--- config.mk ---
export PLATFORM = sky130hd
export DESIGN_NAME = seven_segment_scanner_flat
export DESIGN_NICKNAME = d
export VERILOG_FILES = /design/src/rtl/seven_segment_scanner_if.sv /design/src/rtl/seven_segment_scanner.sv /design/src/flat_wrapper.sv
export SDC_FILE = /design/constraint.sdc
export NUM_CORES = 1
export LEC_CHECK = 0
export BUFFER_PORTS_ARGS = -buffer_cell sky130_fd_sc_hd__buf_2
export CAP_MARGIN = 25
export CORE_UTILIZATION = 51
export DETAILED_ROUTE_END_ITERATION = 10
export PLACE_DENSITY = 0.8
export SYNTH_ARGS = -nofsm -noshare
export SYNTH_HDL_FRONTEND = slang
export SYNTH_SLANG_ARGS = --single-unit
--- constraint.sdc ---
create_clock -name clock -period 2.4 [get_ports clock]
set_clock_uncertainty 0.15 [all_clocks]
set_input_delay 0.12 -clock clock [delete_from_list [all_inputs] [get_ports clock]]
set_output_delay 0.12 -clock clock [all_outputs]
set_load 0.01 [all_outputs]
--- src/rtl/seven_segment_scanner_if.sv ---
// Bus between the value-producing datapath and the 7-segment scanner.
// master = datapath side, slave = scanner side.
interface seven_segment_scanner_if #(
   parameter int NUM_DIGITS = 4
);
   logic                    load;
   logic [4*NUM_DIGITS-1:0] value;
   logic [NUM_DIGITS-1:0]   dp_in;
   logic                    blank_lz;
   logic                    enable;
   logic [6:0]              cathodes;
   logic                    dp;
   logic [NUM_DIGITS-1:0]   anodes;
   logic                    update_pending;
   logic                    frame_tick;

   modport master (
      output load, value, dp_in, blank_lz, enable,
      input  cathodes, dp, anodes, update_pending, frame_tick
   );

   modport slave (
      input  load, value, dp_in, blank_lz, enable,
      output cathodes, dp, anodes, update_pending, frame_tick
   );
endinterface

--- src/rtl/seven_segment_scanner.sv ---
// Time-multiplexed common-anode hex display driver. Values are staged in a
// pending buffer and copied to the display buffer only at a frame boundary,
// so a frame never mixes old and new digits.
module seven_segment_scanner #(
   parameter int NUM_DIGITS   = 4,
   parameter int REFRESH_DIV  = 50000,
   parameter int BLANK_CYCLES = 100
) (
   input logic                   clock,
   input logic                   reset,
   seven_segment_scanner_if.slave bus
);
   localparam int IW = (NUM_DIGITS  > 1) ? $clog2(NUM_DIGITS)  : 1;
   localparam int CW = (REFRESH_DIV > 1) ? $clog2(REFRESH_DIV) : 1;

   logic [CW-1:0]           cnt;
   logic [IW-1:0]           idx;
   logic [4*NUM_DIGITS-1:0] pend_val, disp_val;
   logic [NUM_DIGITS-1:0]   pend_dp, disp_dp;
   logic                    pending;
   logic                    tick_q;
   logic [6:0]              cath_q;
   logic                    dp_q;
   logic [NUM_DIGITS-1:0]   an_q;

   logic                    slot_end, frame_end, in_blank;
   logic [NUM_DIGITS:0]     zero_from;
   logic [3:0]              cur_dig;
   logic                    cur_dp, cur_zero, lz_hit;

   // Segment patterns ABCDEFG, active-low.
   function automatic logic [6:0] seg7(input logic [3:0] d);
      case (d)
         4'h0: seg7 = 7'b0000001;
         4'h1: seg7 = 7'b1001111;
         4'h2: seg7 = 7'b0010010;
         4'h3: seg7 = 7'b0000110;
         4'h4: seg7 = 7'b1001100;
         4'h5: seg7 = 7'b0100100;
         4'h6: seg7 = 7'b0100000;
         4'h7: seg7 = 7'b0001111;
         4'h8: seg7 = 7'b0000000;
         4'h9: seg7 = 7'b0000100;
         4'hA: seg7 = 7'b0001000;
         4'hB: seg7 = 7'b1100000;
         4'hC: seg7 = 7'b0110001;
         4'hD: seg7 = 7'b1000010;
         4'hE: seg7 = 7'b0110000;
         default: seg7 = 7'b0111000;
      endcase
   endfunction

   assign slot_end  = (cnt == CW'(REFRESH_DIV - 1));
   assign frame_end = slot_end && (idx == IW'(NUM_DIGITS - 1));
   assign in_blank  = (cnt < CW'(BLANK_CYCLES));

   // zero_from[k] = digit k and every digit above it are zero.
   assign zero_from[NUM_DIGITS] = 1'b1;
   for (genvar k = 0; k < NUM_DIGITS; k++) begin : g_lz
      assign zero_from[k] = zero_from[k+1] && (disp_val[4*k +: 4] == 4'h0);
   end

   // Select the digit currently being scanned out of the display buffer.
   always_comb begin
      cur_dig  = 4'h0;
      cur_dp   = 1'b0;
      cur_zero = 1'b0;
      for (int k = 0; k < NUM_DIGITS; k++) begin
         if (idx == IW'(k)) begin
            cur_dig  = disp_val[4*k +: 4];
            cur_dp   = disp_dp[k];
            cur_zero = zero_from[k];
         end
      end
   end

   // Digit 0 always shows, even when the whole value is zero.
   assign lz_hit = bus.blank_lz && (idx != '0) && cur_zero;

   // Slot counter and digit index.
   always_ff @(posedge clock) begin
      if (reset) begin
         cnt <= '0;
         idx <= '0;
      end else if (slot_end) begin
         cnt <= '0;
         idx <= (idx == IW'(NUM_DIGITS - 1)) ? '0 : idx + 1'b1;
      end else begin
         cnt <= cnt + 1'b1;
      end
   end

   // Double buffer: load fills pending; frame boundary moves the pre-edge
   // pending contents to display. A load on the boundary keeps pending set.
   always_ff @(posedge clock) begin
      if (reset) begin
         pend_val <= '0;
         pend_dp  <= '0;
         disp_val <= '0;
         disp_dp  <= '0;
         pending  <= 1'b0;
      end else begin
         if (frame_end && pending) begin
            disp_val <= pend_val;
            disp_dp  <= pend_dp;
         end
         if (bus.load) begin
            pend_val <= bus.value;
            pend_dp  <= bus.dp_in;
            pending  <= 1'b1;
         end else if (frame_end) begin
            pending  <= 1'b0;
         end
      end
   end

   // Registered outputs, one cycle behind the counter/index state.
   always_ff @(posedge clock) begin
      if (reset) begin
         cath_q <= 7'b1111111;
         dp_q   <= 1'b1;
         an_q   <= '1;
         tick_q <= 1'b0;
      end else begin
         cath_q <= lz_hit ? 7'b1111111 : seg7(cur_dig);
         dp_q   <= ~cur_dp;
         an_q   <= (in_blank || !bus.enable) ? '1 : ~(NUM_DIGITS'(1) << idx);
         tick_q <= frame_end;
      end
   end

   assign bus.cathodes       = cath_q;
   assign bus.dp             = dp_q;
   assign bus.anodes         = an_q;
   assign bus.update_pending = pending;
   assign bus.frame_tick     = tick_q;
endmodule

--- src/flat_wrapper.sv ---
// flat-port wrapper written by rule: the top's interface ports become plain ports
module seven_segment_scanner_flat 
#(
   parameter int NUM_DIGITS   = 4,
   parameter int REFRESH_DIV  = 50000,
   parameter int BLANK_CYCLES = 100
)
  (clock, reset, bus_load, bus_value, bus_dp_in, bus_blank_lz, bus_enable, bus_cathodes, bus_dp, bus_anodes, bus_update_pending, bus_frame_tick);
  seven_segment_scanner_if #(.NUM_DIGITS(NUM_DIGITS)) bus_i ();
  input logic clock;
  input logic reset;
  input wire logic [$bits(bus_i.load)-1:0] bus_load;
  input wire logic [$bits(bus_i.value)-1:0] bus_value;
  input wire logic [$bits(bus_i.dp_in)-1:0] bus_dp_in;
  input wire logic [$bits(bus_i.blank_lz)-1:0] bus_blank_lz;
  input wire logic [$bits(bus_i.enable)-1:0] bus_enable;
  output wire logic [$bits(bus_i.cathodes)-1:0] bus_cathodes;
  output wire logic [$bits(bus_i.dp)-1:0] bus_dp;
  output wire logic [$bits(bus_i.anodes)-1:0] bus_anodes;
  output wire logic [$bits(bus_i.update_pending)-1:0] bus_update_pending;
  output wire logic [$bits(bus_i.frame_tick)-1:0] bus_frame_tick;
  assign bus_i.load = bus_load;
  assign bus_i.value = bus_value;
  assign bus_i.dp_in = bus_dp_in;
  assign bus_i.blank_lz = bus_blank_lz;
  assign bus_i.enable = bus_enable;
  assign bus_cathodes = bus_i.cathodes;
  assign bus_dp = bus_i.dp;
  assign bus_anodes = bus_i.anodes;
  assign bus_update_pending = bus_i.update_pending;
  assign bus_frame_tick = bus_i.frame_tick;
  seven_segment_scanner #(.NUM_DIGITS(NUM_DIGITS), .REFRESH_DIV(REFRESH_DIV), .BLANK_CYCLES(BLANK_CYCLES)) u_core (.clock(clock), .reset(reset), .bus(bus_i));
endmodule
=== Word level (Yosys, flattened, before mapping) ===
Memory sizes are Yosys's and may differ from the RTL's. A register that Yosys moved wholly into a read port is not among the register bits.
Cells that the tools add are included.

* Flip-flop bits (word level): 65
* Memory bits (read-only): 112
* Input bits: 25
* Output and inout port bits: 14
* Logic and storage cells: 55
* Memories kept: 1

* Add/sub/neg operators: 2
* Magnitude comparators: 1
* Equal/unequal tests: 4
* Shift-type cells: 1
* Multiplexer cells: 15
* Bitwise operators: 2
* Reduce and logical (&&, ||, !) cells: 19

{| class="wikitable"
|+ Memories
! memory !! words !! bits a word !! rd ports !! clocked after Yosys merged registers in !! write ports !! RTL line !! source
|-
| (name not given) || 16 || 7 || 1 || 1 || 0 || seven_segment_scanner.sv:33 || <nowiki>case (d)</nowiki>
|}

{| class="wikitable"
|+ Operators with widths
! kind !! count
|-
| 16-bit by 1-bit adder with 16-bit output, second input constant || 1
|-
| 16-bit == test, second input constant || 1
|-
| 4-bit logical NOT || 4
|-
| 16-bit by 7-bit less-than comparator with 1-bit output, second input constant || 1
|-
| 4-bit two-way mux || 4
|-
| 1-bit two-way mux || 10
|-
| 1-bit logical AND || 7
|-
| 2-bit OR reduction || 3
|-
| 2-bit == test, second input constant || 2
|-
| 4-bit inverter || 1
|-
| 2-bit nonzero test || 2
|-
| 1-bit by 2-bit left shift with 4-bit output, first input constant || 1
|-
| 2-bit by 1-bit adder with 2-bit output, second input constant || 1
|-
| 2-bit by 1-bit == test with 1-bit output, second input constant || 1
|-
| 2-bit logical NOT || 1
|-
| 2-bit two-way mux || 1
|-
| 1-bit logical NOT || 1
|-
| 1-bit logical OR || 1
|-
| 1-bit inverter || 1
|}

=== Depth between registers and ports, before layout ===
* Depth in word-level cells: 10
* Gate-level depth with buffers: 11
* Depth with buffers taken out: 10

=== Worst setup path after synthesis ===
Ideal clock, no wire load.

* Path type: reg-to-reg
* Start: reg u_core.idx[0]
* End: reg u_core.cath_q[5], in the netlist u_core.bus.cathodes[5]
* Library setup time: 0.145 ns
* Data arrival time: 2.107 ns
* Required time: 2.105 ns
* Path slack: -0.002 ns
* Cell stages (with the launch flop): 10
* Buffers on the path: 2
* Clock period less this slack: 2.402 ns
* Path through: dfxtp_1 ha_1 clkdlybuf4s15_2 clkbuf_8 nor3b_1 a211oi_1 inv_1 ha_1 o21ai_0 o221ai_1

* Longest elaborated chain between the ends: 7
* Elaborated cells between the ends (all ways): 16
* Those cells by class: eq/ne: 3; mux: 8; reduce/logical: 5

{| class="wikitable"
|+ Ends and longest elaborated chain
! element !! RTL line !! source
|-
| from (decl) || seven_segment_scanner.sv:17 || <nowiki>logic [IW-1:0] idx;</nowiki>
|-
| from (signal assigned) || seven_segment_scanner.sv:87 || <nowiki>idx <= (idx == IW'(NUM_DIGITS - 1)) ? '0 : idx + 1'b1;</nowiki>
|-
| 2-bit logical NOT || seven_segment_scanner.sv:69 || <nowiki>if (idx == IW'(k)) begin</nowiki>
|-
| 1-bit two-way mux (4 in a row) || seven_segment_scanner.sv:69 ||
|-
| 1-bit logical AND || seven_segment_scanner.sv:78 || <nowiki>assign lz_hit = bus.blank_lz && (idx != '0) && cur_zero;</nowiki>
|-
| 2-bit OR reduction (no line) || n/a ||
|-
| to (decl) || seven_segment_scanner.sv:22 || <nowiki>logic [6:0] cath_q;</nowiki>
|}

Parallel ways exist; a longest one is shown, timed or not.
A chain may end at the register's enable or synchronous reset.

=== Worst setup path after layout ===
* Start: reg u_core.idx[1]
* End: reg u_core.cath_q[5], in the netlist u_core.bus.cathodes[5]

The elaborated chain is that of the path after synthesis.

==> reports/results.txt <==
maximum capacitance violations: 0
crit path DAT: 2.30 ns
share of Yosys cell area claimed by the top area cell type: 0.466
startpoint of the lowest-slack hold path: reset
maximum number of pins on one net before global-route repair: 26
count of yosys warnings during synthesis: 0
drt first-iter violations: 94
Clock Root Buffer: clkbuf_8
pwr/cell area: 587 nW/um^2
H-tree depth reported by CTS: 3
critical path launch point type: register
synth unique cells: 44
path type of the worst setup path: register to register
most frequent cells in the layout: dfxtp_1 (72), nor2_1 (63), mux2i_1 (42)
post-synthesis cell area: 3100 sq um
average wire per standard cell: 13.1 um
worst vdd ir: 0.000418 V
first-pass GRT wire length: 9.99 mm
share of total power in combinational logic: 0.059
post-route standard cell area excluding fillers: 3710 sq um
share of cells above drive strength 1: 0.189
count of mapped cells out of synthesis: 322
Max Buffers Root-to-Sink: 2
Post-synth ARST share: 0
violated checks: design-rule violations
post-synth net total: 358
via count: 2380
initial antenna violation count: 0
maximum clock rate: 445 MHz
static leakage: 1.67 nW
category of the worst setup path capture point: register
Sw Pwr: 0.499 mW
cell accounting for the most synthesized area: dfxtp_1
Least-Margin Pin Slew: 0.607 ns
Post-synth top flop: dfxtp_1
number of diodes added for antenna fixing: 0
max_slew headroom: 0.595
later-pin clock latency in the skew report: 0.35 ns
critical path peak fanout: 12
Placement Setup Slack: 0.102 ns
clock power share: 0.371
flop and latch count out of synthesis: 72
largest cells by area after synthesis: dfxtp_1 (47%), mux2i_1 (14%), nor2_1 (7.8%)
width of the die: 79.9 um
unrepaired setup endpoints after global routing: yes
die extent in y: 79.9 um
class of the most critical hold timing path: input pin to register
FF-to-FF End: u_core.bus.cathodes[5]
Residual DRC: 1
count of TritonRoute iterations in the first routing pass: 7
minimum setup slack among reg-to-reg paths: 0.15 ns
sequential power share: 0.571
Die Area: 6380 sq um
final-stage net count: 419
half-perimeter wire length of the detailed placement result: 4.02 mm
post-route fraction of the period consumed by the critical path: 0.937
number of buffers added on ports: 38
fraction of the yosys area taken by sequential cells: 0.466
number of enable flip-flop cells after synthesis: 0
number of nets with antenna violations after routing: 0
Area after DPL: 3330 sq um
shortest period the worst path allows: 2.25 ns
area of the core region: 5890 sq um
num ports: 39
starting utilization of the core area: 0.526
CTS sink count: 72
clock input transition at the sequential cells of the worst setup and hold paths: 0.07 ns
Int Power: 1.68 mW
number of buffers inserted during clock tree synthesis: 9
grt total ovfl: 0
run status: finished with violations
TritonCTS clock tree: built
final slew viol count: 0
Vias/cell: 5.16
Worst Slack Setup Final: 0.152 ns
area grow syn2layout: 20.0%
FF-to-FF Start: u_core.idx[1]
Register-to-Register Path Depth: 8
setup violation total in the final timing report: 0
switching power share of the total: 0.229
hold-critical path endpoint: u_core.cnt[2]
GRT Util Overall: 0.206
Routability Congestion: 0.844
row count: 28
Hold Violations, Final: 0
vias in the first global route: 2184
cell depth of the worst min-delay path: 2
most common library cell in the layout ignoring fill and taps: dfxtp_1
total detailed-routing wirelength: 6.05 mm
Req. time, crit path: 2.45 ns
Syn Area/Cell: 9.61 sq um
## flip-flops by register name, summed over array words and instances, names as in the netlist
| name | flops |
|---|---|
| u_core.bus.anodes | 4 |
| u_core.bus.cathodes | 7 |
| u_core.bus.dp | 1 |
| u_core.bus.frame_tick | 1 |
| u_core.bus.update_pending | 1 |
| u_core.cnt | 16 |
| u_core.disp_dp | 4 |
| u_core.disp_val | 16 |
| u_core.idx | 2 |
| u_core.pend_dp | 4 |
| u_core.pend_val | 16 |
## repair_timing
item	CTS	global route
setup endpoints to repair	0	6
endpoints found under the hold margin	24	0
setup buffers	0	0
resized for setup	0	5
hold buffers	21	0
## critical path, stage by stage (launching register included)
cell and delay (ns):
dfxtp_1 0.39, inv_1 0.09, ha_2 0.25, nand3b_1 0.20, a211oi_2 0.25, inv_1 0.14, ha_1 0.33, o21ai_0 0.17
o221ai_1 0.14
## power by group through the flow
| stage | Combinational [mW] | Sequential [mW] | Clock (mW) |
|---|---|---|---|
| after floorplan | 0.0638 | 1.27 | 0 |
| after global placement | 0.0970 | 1.27 | 0 |
| after detailed placement | 0.100 | 1.27 | 0 |
| after CTS | 0.126 | 1.24 | 0.836 |
| after global routing | 0.140 | 1.25 | 0.886 |
| final | 0.128 | 1.24 | 0.808 |
## metrics by stage
stage          hold WS [ns]   util  cells  setup TNS [ns]  power, mW
2_1_floorplan         0.108      -    322               0       1.33
3_3_place_gp          0.204  0.566    426               0       1.37
3_5_place_dp          0.213  0.566    426               0       1.37
4_1_cts              0.0357  0.629    461               0       2.20
5_1_grt              0.0530  0.631    461        -0.00811       2.27
6_report             0.0530  0.631    461               0       2.18
## worst max path at each step
| stage | start | end | slack [ns] | cells after the start |
|---|---|---|---|---|
| floorplan | u_core.idx[0] | u_core.bus.cathodes[5] | 0.16 | 9 |
| global placement | u_core.idx[0] | u_core.bus.cathodes[1] | 0.23 | 9 |
| detailed placement | u_core.idx[0] | u_core.bus.cathodes[0] | 0.10 | 9 |
| CTS | u_core.idx[1] | u_core.bus.cathodes[0] | 0.08 | 9 |
| global route | u_core.idx[1] | u_core.bus.cathodes[5] | -0.008 | 8 |
| finish | u_core.idx[1] | u_core.bus.cathodes[5] | 0.15 | 8 |
## per-layer routing
| metal | vias up | track usage | share of wire |
|---|---|---|---|
| met5 | - | 0 | 0 |
| met4 | 0 | 0.0804 | 0.017 |
| met3 | 9 | 0.0743 | 0.045 |
| met2 | 49 | 0.318 | 0.45 |
| met1 | 1099 | 0.261 | 0.49 |
| li1 | 1223 | - | - |
## synth_stat cells (2+ instances only)
master    number
clkbuf_1       5
nor2b_1        5
nor4_1         5
nand2b_1       3
o21ai_0        3
inv_1          8
xnor2_1        5
nand3b_1       5
buf_2          3
nand3_1        7
ha_1          11
buf_1          2
nor2_1        64
nand2_1       21
xor2_1         9
nand4_1        2
dfxtp_1       72
a21oi_1        9
and3_1         2
mux2i_1       42
a311oi_1       3
a211oi_1       3
and4_1         3
o221ai_1       5
buf_6          3
nor3b_1        4
## cell families after synthesis
family                     Yosys count  share of synthesized area
AOI/OAI and AO/OA                   30                     0.0675
xor gates and xnor gates            14                     0.0396
adders and majority gates           11                     0.0445
buffers and inverters               24                     0.0445
DFF                                 72                      0.466
muxes                               42                      0.136
and+or+nand+nor                    129                      0.203
## area by class of cell
type,count,area (sq um)
Tap cell,75,93.8
Clock inverter,4,22.5
Clock buffer,10,138
Fill cell,493,2170
Timing Repair Buffer,66,453
Multi-Input combinational cell,226,1540
Inverter,8,30.0
Sequential cell,72,1440
Power figures use the tool's default switching activity.
